===== src/rtl/ram_port_arbiter.sv =====
// Round-robin arbiter sharing one SRAM read/write port between two bus masters.
// Optional range check against the RAM window: define RAM_ARB_RANGE_CHK_EN.
module ram_port_arbiter #(
    parameter int unsigned DEPTH = 128,
    parameter logic [31:0] BASE  = 32'h0010_0000
) (
    input  logic             clk_i,
    input  logic             rst_i,
    input  logic [1:0]       m_req_i,
    input  logic [1:0]       m_we_i,
    input  logic [1:0][3:0]  m_be_i,
    input  logic [1:0][31:0] m_addr_i,
    input  logic [1:0][31:0] m_wdata_i,
    output logic [1:0]       m_gnt_o,
    output logic [1:0]       m_rvalid_o,
    output logic [1:0][31:0] m_rdata_o,
    output logic [1:0]       m_err_o,
    output logic             ram_req_o,
    output logic             ram_we_o,
    output logic [3:0]       ram_be_o,
    output logic [31:0]      ram_addr_o,
    output logic [31:0]      ram_wdata_o,
    input  logic             ram_rvalid_i,
    input  logic [31:0]      ram_rdata_i
);

    if (DEPTH < 2 || (DEPTH & (DEPTH - 1)) != 0) begin : g_bad_depth
        $error("ram_port_arbiter: DEPTH must be a power of two, at least 2");
    end
    if (BASE[1:0] != 2'b00) begin : g_bad_base
        $error("ram_port_arbiter: BASE must be word aligned");
    end

    logic       last_q;
    logic       own_q;
    logic       pend_q;
    logic       err_q;
    logic       sel;
    logic       any_gnt;
    logic       range_err;
    logic       rsp;

    // last_q names the previous winner, so the other requester wins a tie
    always_comb begin
        m_gnt_o = 2'b00;
        case (m_req_i)
            2'b01:   m_gnt_o = 2'b01;
            2'b10:   m_gnt_o = 2'b10;
            2'b11:   m_gnt_o = last_q ? 2'b01 : 2'b10;
            default: m_gnt_o = 2'b00;
        endcase
    end

    assign any_gnt = |m_gnt_o;
    assign sel     = m_gnt_o[1];

    assign ram_we_o    = m_we_i[sel];
    assign ram_be_o    = m_be_i[sel];
    assign ram_addr_o  = m_addr_i[sel];
    assign ram_wdata_o = m_wdata_i[sel];

`ifdef RAM_ARB_RANGE_CHK_EN
    localparam logic [31:0] WIN_BYTES = 32'(DEPTH * 4);

    // Unsigned compare: addresses below BASE wrap to a huge offset and fail too
    assign range_err = any_gnt && ((m_addr_i[sel] - BASE) >= WIN_BYTES);
`else
    assign range_err = 1'b0;
`endif

    assign ram_req_o = any_gnt & ~range_err;

    always_ff @(posedge clk_i) begin
        if (rst_i) begin
            last_q <= 1'b1;
            own_q  <= 1'b0;
            pend_q <= 1'b0;
            err_q  <= 1'b0;
        end else if (any_gnt) begin
            last_q <= sel;
            own_q  <= sel;
            pend_q <= 1'b1;
            err_q  <= range_err;
        end else begin
            pend_q <= 1'b0;
            err_q  <= 1'b0;
        end
    end

    // A response landing in a reset cycle is dropped; range errors answer without the RAM
    assign rsp = pend_q & ~rst_i & (ram_rvalid_i | err_q);

    assign m_rvalid_o = {rsp & own_q, rsp & ~own_q};

`ifdef RAM_ARB_RANGE_CHK_EN
    assign m_err_o = m_rvalid_o & {2{err_q}};
`else
    assign m_err_o = 2'b00;
`endif

    always_comb begin
        for (int k = 0; k < 2; k++) begin
            m_rdata_o[k] = err_q ? 32'h0 : ram_rdata_i;
        end
    end

endmodule


===== config.mk =====
export PLATFORM = sky130hd
export DESIGN_NAME = ram_port_arbiter
export DESIGN_NICKNAME = d
export VERILOG_FILES = /design/src/rtl/ram_port_arbiter.sv
export SDC_FILE = /design/constraint.sdc
export NUM_CORES = 1
export LEC_CHECK = 0
export BUFFER_PORTS_ARGS = -buffer_cell sky130_fd_sc_hd__buf_2
export CELL_PAD_IN_SITES_DETAIL_PLACEMENT = 1
export CELL_PAD_IN_SITES_GLOBAL_PLACEMENT = 2
export CORE_MARGIN = 3
export CORE_UTILIZATION = 10
export CTS_CLUSTER_DIAMETER = 200
export CTS_CLUSTER_SIZE = 28
export DETAILED_ROUTE_END_ITERATION = 8
export PLACE_DENSITY = 0.87
export SYNTH_ARGS = -nofsm -noshare
export SYNTH_HDL_FRONTEND = slang
export SYNTH_SLANG_ARGS = --single-unit

===== constraint.sdc =====
create_clock -name clk_i -period 2 [get_ports clk_i]
set_clock_uncertainty 0.05 [all_clocks]
set_input_delay 0.1 -clock clk_i [delete_from_list [all_inputs] [get_ports clk_i]]
set_output_delay 0.1 -clock clk_i [all_outputs]
set_load 0.03 [all_outputs]

==> results by group, run 1 <==
Outcome
  • Outcome: complete, no violations

Detailed routing
  • Highest routed layer: met4
  • Drt via density: 3.402
  • DR pass1 iterations: 4
  • DR WL/cell: ~13 um
  • Met3 Routed Length: 826 um
  • DR DRC count: 0
  • Met2 wire len: 3306 um
  • Total wire length: 6266 um
  • M1 wire length: 2003 um
  • Final ANT Viol Nets: 0
  • DR vias: roughly 1700
  • Drt initial violations: 13

Die
  • Core Area: 14640 um^2
  • Chip Width: approximately 130 um
  • Initial Util: 0.1027
  • Die area: 16550 um^2
  • Io pins: around 320
  • Die Ht: 128.6 um
  • Row Count: 44

Synthesis
  • Simple-gate share of the synthesized area: 0.03245
  • Synthesis-stage register bit count: 3
  • Syn avg cell area: 9.519 um^2
  • Post-synthesis xor/xnor area fraction: 0
  • Complex-gate fraction of the synthesized area: 0.02912
  • Main combinational cell family by area after synthesis: multiplexers
  • Seq/Total Area, Yosys: 0.03993
  • Post-Synth Adder-Cell Area: 0
  • Mapped Cells: 158
  • Post-Syn Area: between 1500 and 2000 um^2
  • Ys Warns: 0
  • Multiplexer area fraction after synthesis: 0.5166
  • Synth cell types: 16

Pwr
  • Sw Pwr: 0.0004744 W
  • Internal power: 0.0006328 W
  • Clock power frac: 0.285
  • Leakage: 1.245 nW
  • Logic pwr share: 0.653
  • Flop pwr share: 0.062
  • Switching Fraction: 0.4285
  • VDD IR max: 0.1429 mV
  • Pwr Density: 469.4 nW/um^2

CTS
  • Clock Path Buffers: 2
  • CTS buffer count: 3
  • Hold-fix buffers, CTS: 0
  • # H-tree levels: 1
  • Root Buffer: clkbuf_16
  • Post CTS Setup Buffer Count: 0
  • CTS tree: built
  • Clock-pin transition on the worst setup and hold timing paths: approximately 0.03 ns
  • Post-CTS sizing: 0
  • CTS sink cnt: 3
  • Clk Latency, worst-skew pair: 0.22 ns

Worst hold path
  • Hold path start: rst_i
  • Hold Crit Class: input port to flip-flop
  • Hold EP: pend_q
  • Hold Path Depth: 2

Placement
  • Dpl ws: 0.4416 ns
  • I/O Buffers: 216
  • Final HPWL DP: 5716 um
  • Gpl congestion: 0.7394
  • Placed Area: around 2300 um^2

STA
  • Post-layout min period: 1.770 ns
  • Final Slew Violations: 0
  • Fmax achieved: 0.5649 GHz
  • Endpoints failing setup: 0
  • Final worst slack: 0.2297 ns
  • Final setup TNS: 0 ns
  • Fin. Hold Viols: 0
  • RSZ-0062 raised after global routing: no
  • Final period util: 0.8852

Global routing
  • Total gr overflow: 0
  • Pin count of the biggest net entering global routing: 50
  • GRT Overall Usage: 0.06572
  • Vias in the first global route: around 1700
  • First-pass GRT wire length: 8542 um
  • Antenna violations before repair: 0

Final layout
  • Antenna diodes: 0
  • Layout cells sized above 1: 0.9351
  • Commonest non-fill, non-tap cells in the layout: buf_2, mux2_2, mux2_1
  • Most common cell after layout, fill and taps aside: buf_2
  • Final instance area: 2359 um^2
  • Area delta synth->final: 56.82%
  • Layout Nets: between 400 and 500

Flow run
  • MaxCap Viol Count: 0

Worst setup path
  • Critical Path RT: about 1.9 ns
  • Reg-to-Reg End: own_q
  • Crit path DAT: 1.62 ns
  • Reg-to-reg critical path startpoint: last_q
  • Worst reg2reg path depth: 3
  • CP Max Fanout: 22
  • Setup crit start kind: flip-flop
  • CP Capture Type: primary output
  • Flop-to-flop setup slack: 0.89 ns
  • Type of the worst setup path: flip-flop to primary output
per-stage QoR:
step | hold slack, ns | std cells | utilization | power [W]
after floorplan | 0.1216 | 159 | - | 0.0007833
after global routing | 0.1019 | 492 | 0.1611 | 0.001169
final | 0.07847 | 492 | 0.1611 | 0.001107
after global placement | 0.1503 | 488 | 0.1557 | 0.0007958
after detailed placement | 0.1503 | 488 | 0.1557 | 0.0008022
after CTS | 0.08227 | 492 | 0.1611 | 0.001128
metal layers:
layer | up-vias | track usage
li1 | 776 | -
met1 | 744 | 0.06087
met2 | 133 | 0.1299
met3 | 21 | 0.02200
met4 | 0 | 0.02718
met5 | - | 0
power groups by stage:
stage	sequential (W)	combinational, W	clock [W]
after CTS	0.0000689	0.000735	0.000324
after global placement	0.0000694	0.000726	0
after detailed placement	0.0000696	0.000733	0
final	0.0000686	0.000723	0.000315
after global routing	0.0000692	0.000770	0.000330
after floorplan	0.0000679	0.000715	0
layout make-up:
class	instances	area, um^2
repair buffers	218	1109
flip-flops and latches	3	60.06
fillers	1826	12290
inverters	1	3.754
clock buffers	4	78.83
well taps	184	230.2
multi-input cells	82	877.1
worst max-delay path, stage by stage, from the launching register on:
cell,delay [ns]
dfxtp_1,0.34
a21boi_4,0.17
buf_4,0.31
mux2_2,0.38
buf_2,0.18
logic make-up after synthesis:
kind of cell           Yosys count
AND/OR/NAND/NOR                  7
flip-flops                       3
buffers and inverters           74
AO/OA/AOI/OAI                    4
other                            1
multiplexers                    69
state kept, by name, summed over array words and instances (netlist names):
signal,flops
last_q,1
own_q,1
pend_q,1
worst max path at each step:
stage | cells after the start | endpoint | slack, ns | from
2_1_floorplan | 3 | ram_wdata_o[23] | 0.55 | last_q
3_3_place_gp | 4 | ram_wdata_o[23] | 0.47 | last_q
3_5_place_dp | 4 | ram_wdata_o[24] | 0.44 | last_q
4_1_cts | 4 | ram_wdata_o[24] | 0.20 | last_q
5_1_grt | 4 | ram_wdata_o[24] | 0.16 | last_q
6_report | 4 | ram_wdata_o[24] | 0.23 | last_q
Yosys cell counts:
| library cell | instances | area (um^2) |
|---|---|---|
| buf_4 | 68 | 510.5 |
| mux2_2 | 63 | 709.4 |
| mux2_1 | 6 | 67.56 |
| buf_6 | 5 | 56.30 |
| dfxtp_1 | 3 | 60.06 |
| nor2b_1 | 2 | 12.51 |
| or2_2 | 2 | 12.51 |
| a21boi_0 | 1 | 7.510 |
| a21boi_4 | 1 | 18.77 |
| a21o_1 | 1 | 7.510 |
| and4b_1 | 1 | 10.01 |
| conb_1 | 1 | 3.750 |
| inv_1 | 1 | 3.750 |
| nand2_1 | 1 | 3.750 |
| nor4bb_1 | 1 | 10.01 |
| o21ba_2 | 1 | 10.01 |
No activity file was read; power rests on OpenSTA's default activity.
==> run 2, diff against run 1 <==
PLACE_DENSITY = 0.91   (was 0.87)
clock period = 1.5 ns   (was 2 ns; I/O delays follow)
==> run 2 against run 1 <==
Against the previous run:
- cell count increased by 1.4%
- first-iteration DRC count increased by 85%
- total power grew 58%
- critical path depth grew 1
- the flow now finishes with violations (setup timing)
- hold slack lost 0.059 ns
- clock-buffer cell count unchanged
- flip-flop and latch count unchanged
- worst setup slack lost 0.44 ns
==> results by group, run 2 (synthesis results as in run 1) <==
Outcome
  • Outcome: complete, but fails checks
  • Failing checks: setup timing

Die
  • Core Area: 14640 um^2 (unchanged)
  • Row Count: 44 (unchanged)
  • Initial Util: 0.1027 (unchanged)
  • Die Ht: 128.6 um (unchanged)
  • Chip Width: 128.6 um (unchanged)
  • Die area: 16550 um^2 (unchanged)
  • Io pins: 315 (unchanged)

Final layout
  • # fillers: 1781 (-2.5%)
  • Area delta synth->final: 86.61%
  • Multi-input gate area: 925.9 um^2 (+5.6%)
  • Final instance area: 2806 um^2 (+19%)
  • Most common cell after layout, fill and taps aside: buf_2
  • Antenna diodes: 0 (unchanged)
  • Regs by FF count: last_q x1, own_q x1, pend_q x1
  • Post-layout utilization of the core: 0.1916 (+0.03059)
  • Layout cells sized above 1: 0.9397 (+0.004618)
  • Storage element area: 61.31 um^2 (+2.1%)
  • Commonest non-fill, non-tap cells in the layout: buf_2, mux2_2, buf_4
  • Layout Nets: 491 (+1.4%)

STA
  • Fin. Hold Viols: 0 (unchanged)
  • Fmax achieved: 0.5840 GHz
  • Endpoints failing setup: 69 (+69)
  • Final worst slack: -0.2124 ns (-0.4420 ns)
  • Final Slew Violations: 0 (unchanged)
  • Post-layout min period: between 1.5 and 2 ns
  • RSZ-0062 raised after global routing: yes
  • Final setup TNS: -11.86 ns (-11.86 ns)
  • Final period util: 1.142

Detailed routing
  • Drt via density: 3.445 (+1.2%)
  • DR pass1 iterations: 4 (unchanged)
  • DR vias: 1719 (+2.7%)
  • Total wire length: 9119 um (+46%)
  • DR WL/cell: 18.27 um (+43%)
  • Final ANT Viol Nets: 0 (unchanged)
  • Drt initial violations: 24 (+11)
  • DR DRC count: 0 (unchanged)

Pwr
  • VDD IR max: 0.7460 mV (+420%)
  • Leakage: 1.448 nW (+16%)
  • Pwr Density: 623.7 nW/um^2 (+33%)

Global routing
  • GRT Overall Usage: 0.08819 (+0.02248)
  • Pin count of the biggest net entering global routing: 45 (-10%)
  • First-pass GRT wire length: 10830 um (+27%)
  • Vias in the first global route: 1872 (+11%)
  • Total gr overflow: 0 (unchanged)
  • Antenna violations before repair: 1 (+1)

Worst setup path
  • Worst stage delay on the critical path: 0.35 ns (-0.03 ns)
  • CP Capture Type: primary output
  • Crit-path cells: a21boi_4 -> buf_12 -> clkbuf_16 -> mux2_2 -> buf_4
  • CP Max Fanout: 22 (unchanged)
  • Critical path's slowest cell: mux2_2
  • Setup crit start kind: flip-flop
  • Crit. Startpoint: last_q
  • Crit path DAT: 1.59 ns (-0.03 ns)
  • Type of the worst setup path: flip-flop to primary output
  • Critical Path RT: 1.37 ns (-0.48 ns)
  • Reg-to-reg critical path startpoint: last_q

CTS
  • CTS tree: built
  • # H-tree levels: 1 (unchanged)
  • CTS sink cnt: 3 (unchanged)
  • Root Buffer: clkbuf_16
  • Clock Path Buffers: 2 (unchanged)
  • CTS buffer count: 3 (unchanged)
  • Clock-pin transition on the worst setup and hold timing paths: 0.03 ns (about the same)
  • Clk Latency, worst-skew pair: 0.22 ns (about the same)

Flow run
  • MaxCap Viol Count: 0 (unchanged)

Placement
  • I/O Buffers: 216 (unchanged)
  • Final HPWL DP: 7493 um (+31%)
  • Placed Area: 2300 um^2 (+0.88%)
  • Gpl congestion: 0.7131 (-3.6%)
  • Dpl ws: -0.002267 ns (-0.4438 ns)

Worst hold path
  • Hold path start: rst_i
  • Hold Crit Class: input port to flip-flop
-- run 2: cell type report --
cell class	instances	area share
Timing Repair Buffer	225	0.5368
Multi-Input combinational cell	82	0.3299
Tap cell	184	0.08203
Inverter	1	0.001337
Clock buffer	4	0.02809
Sequential cell	3	0.02185
-- run 2: critical path: cells and delay by family, from the launching register on --
| family | cells | cell delay [ns] |
|---|---|---|
| compound gates | 1 | 0.18 |
| mux | 1 | 0.35 |
| flops | 1 | 0.32 |
| buf+inv | 3 | 0.50 |
-- run 2: path summary, 6_finish.rpt --
kind	end	slack, ns	depth (start not counted)
max	ram_be_o[0]	-0.21	5
min	pend_q	0.02	2
max reg2reg	own_q	0.30	5
min reg2reg	own_q	0.57	2
-- run 2: repair_timing --
action                     CTS  global route
pin swaps                    0             1
gates cloned                 0             3
setup endpoints to repair   69            69
hold endpoints to repair     0             0
buffers inserted             0             3
hold buffers                 0             0
gates resized for setup     88            24
-- run 2: metal layers --
layer | global-route usage | up-vias | part of all wire
met5 | 0 | - | 0
met4 | 0.01421 | 0 | 0.011
met3 | 0.03404 | 13 | 0.11
met2 | 0.1842 | 131 | 0.55
met1 | 0.08000 | 785 | 0.33
li1 | - | 790 | -
-- run 2: report_power, final --
group / leakage [nW] / switching, W / internal (W)
clock network: 0.0382 / 0.0000687 / 0.000350
logic: 1.39 / 0.000644 / 0.000597
registers: 0.0248 / 0.00000387 / 0.0000865
total: 1.45 / 0.000716 / 0.00103
-- run 2: through the flow --
step	hold slack [ns]	power (W)	cells
6_report	0.01932	0.001750	499
5_1_grt	0.05086	0.001841	499
4_1_cts	0.01898	0.001680	493
3_5_place_dp	0.1003	0.001117	489
3_3_place_gp	0.1003	0.001108	489
2_1_floorplan	0.09661	0.001044	159
==> run 3, diff against run 2 <==
HOLD_SLACK_MARGIN = 0.1   (was not set)
==> run 3 against run 2 <==
Against the previous run:
- largest power group unchanged
- design area up 0.36%
- clock power about the same
- sequential share of layout area about the same
- critical endpoint unchanged
- the flow still finishes with violations (setup timing)
- largest cell class unchanged
==> results by group, run 3 (synthesis results as in run 1) <==
Flow run
  • MaxCap Viol Count: 0 (unchanged)

CTS
  • # H-tree levels: 1 (unchanged)
  • CTS tree: built
  • CTS sink cnt: 3 (unchanged)
  • Clock-pin transition on the worst setup and hold timing paths: 0.03 ns (about the same)
  • Clock Path Buffers: 2 (unchanged)
  • Root Buffer: clkbuf_16
  • Clk Latency, worst-skew pair: 0.22 ns (about the same)
  • CTS buffer count: 3 (unchanged)

Placement
  • Final HPWL DP: 7493 um (unchanged)
  • Gpl congestion: 0.7131 (unchanged)
  • Dpl cells: 489 (unchanged)
  • I/O Buffers: 216 (unchanged)
  • Dpl ws: -0.002267 ns (unchanged)

Die
  • Die area: 16550 um^2 (unchanged)
  • Core Area: 14640 um^2 (unchanged)
  • Die Ht: 128.6 um (unchanged)
  • Initial Util: 0.1027 (unchanged)
  • Row Count: 44 (unchanged)
  • Chip Width: 128.6 um (unchanged)
  • Io pins: 315 (unchanged)

Detailed routing
  • Final ANT Viol Nets: 0 (unchanged)
  • DR pass1 iterations: 4 (unchanged)
  • Total wire length: 9128 um (about the same)
  • DR WL/cell: 18.26 um (-0.10%)
  • Drt via density: 3.450 (+0.15%)
  • Drt initial violations: 26 (+8.3%)
  • DR vias: 1725 (+0.35%)
  • DR DRC count: 0 (unchanged)

STA
  • Final Slew Violations: 0 (unchanged)
  • RSZ-0062 raised after global routing: yes
  • Final period util: 1.142 (about the same)
  • Endpoints failing setup: 69 (unchanged)
  • Fin. Hold Viols: 0 (unchanged)
  • Fmax achieved: 0.5837 GHz (about the same)
  • Final worst slack: -0.2131 ns (-0.0007050 ns)
  • Post-layout min period: 1.713 ns (+0.0007050 ns)

Pwr
  • VDD IR max: 0.7463 mV (about the same)
  • Sw Pwr: 0.0007165 W (about the same)
  • Logic pwr share: 0.709 (about the same)
  • Total power: 0.001752 W (+0.12%)
  • Switching Fraction: 0.4089 (about the same)
  • Pwr Density: 622.2 nW/um^2 (-0.23%)
  • Flop pwr share: 0.052 (about the same)
  • Internal power: 0.001036 W (+0.17%)
  • Clock power frac: 0.239 (about the same)
  • Leakage: 1.452 nW (+0.29%)

Worst hold path
  • Hold Crit Class: input port to primary output

Final layout
  • Antenna diodes: 0 (unchanged)
  • Commonest non-fill, non-tap cells in the layout: buf_2, mux2_2, buf_4
  • Final Non-Filler Cells: 500 (+0.20%)
  • Layout cells sized above 1: 0.9367 (-0.002974)
  • Most common cell after layout, fill and taps aside: buf_2
  • Regs by FF count: last_q x1, own_q x1, pend_q x1
  • Area delta synth->final: 87.27%
  • Layout Nets: 492 (+0.20%)

Worst setup path
  • Setup crit start kind: flip-flop
  • CP Capture Type: primary output
  • Worst stage delay on the critical path: 0.35 ns (about the same)
  • CP Max Fanout: 22 (unchanged)
  • Crit. Startpoint: last_q
  • Crit path capture: ram_be_o[0]
  • Reg-to-reg critical path startpoint: last_q
  • Crit path DAT: 1.59 ns (about the same)
  • Critical path's slowest cell: mux2_2
  • Crit-path cells: a21boi_4 -> buf_12 -> clkbuf_16 -> mux2_2 -> buf_4
  • Flop-to-flop setup slack: 0.30 ns (about the same)
  • Worst reg2reg path depth: 5 (unchanged)
  • Buf/Inv on CP: 3 (unchanged)
  • Critical Path RT: 1.37 ns (about the same)
  • Type of the worst setup path: flip-flop to primary output
  • Critical path's top delay family: buffers and inverters
  • Crit path depth: 5 (unchanged)
  • Reg-to-Reg End: own_q

Global routing
  • Vias in the first global route: 1878 (+0.32%)
  • First-pass GRT wire length: 10830 um (about the same)
  • Antenna violations before repair: 1 (unchanged)
  • GRT Overall Usage: 0.08819 (unchanged)
  • Total gr overflow: 0 (unchanged)
  • Pin count of the biggest net entering global routing: 45 (unchanged)

Outcome
  • Failing checks: setup timing
  • Outcome: complete, but fails checks
[run 3: changes by cell type in the layout (fill, tap and decap cells not counted), sizes merged]
cell / delta
dlygate4sd3: +1
[run 3: final cells by class]
class	count	area, um^2
timing repair buffer	226	1516
multi-input combinational	82	925.9
sequential	3	61.31
fill	1780	11830
inverter	1	3.754
tap	184	230.2
clock buffer	4	78.83
[run 3: routing by layer]
layer  share of wire  track usage
met5               0            0
met4           0.011      0.01421
met3            0.11      0.03404
met2            0.55       0.1842
met1            0.33      0.08000
[run 3: repair_timing]
item / in CTS / in global routing
cloned: 0 / 3
setup buffers: 0 / 3
hold buffers: 1 / 0
endpoints found under the setup margin: 69 / 69
resized for setup: 88 / 24
pin swaps: 0 / 1
hold endpoints to repair: 2 / 0
[run 3: worst min path at each step]
stage / start / end / slack, ns / cells after the start
6_report: ram_rdata_i[9] / m_rdata_o[9] / 0.10 / 0
2_1_floorplan: rst_i / pend_q / 0.1 / 1
4_1_cts: ram_rdata_i[17] / m_rdata_o[17] / 0.10 / 0
3_5_place_dp: ram_rdata_i[17] / m_rdata_o[17] / 0.10 / 0
3_3_place_gp: ram_rdata_i[17] / m_rdata_o[17] / 0.10 / 0
5_1_grt: ram_rdata_i[27] / m_rdata_o[59] / 0.10 / 0
[run 3: power groups by stage]
stage	sequential [W]	clock [W]	combinational [W]
after CTS	0.0000903	0.000426	0.00117
after global placement	0.0000906	0	0.00102
after global routing	0.0000914	0.000438	0.00131
final	0.0000904	0.000419	0.00124
after floorplan	0.0000905	0	0.000954
after detailed placement	0.0000908	0	0.00103
[run 3: stage by stage]
step	hold slack (ns)	setup TNS, ns	utilization	area, um^2
4_1_cts	0.1003	-12.01	0.1796	2630
6_report	0.1000	-11.85	0.1923	2816
3_3_place_gp	0.1003	0	0.1570	2300
2_1_floorplan	0.09661	0	-	1508
5_1_grt	0.1001	-15.54	0.1923	2816
3_5_place_dp	0.1003	-0.002267	0.1570	2300
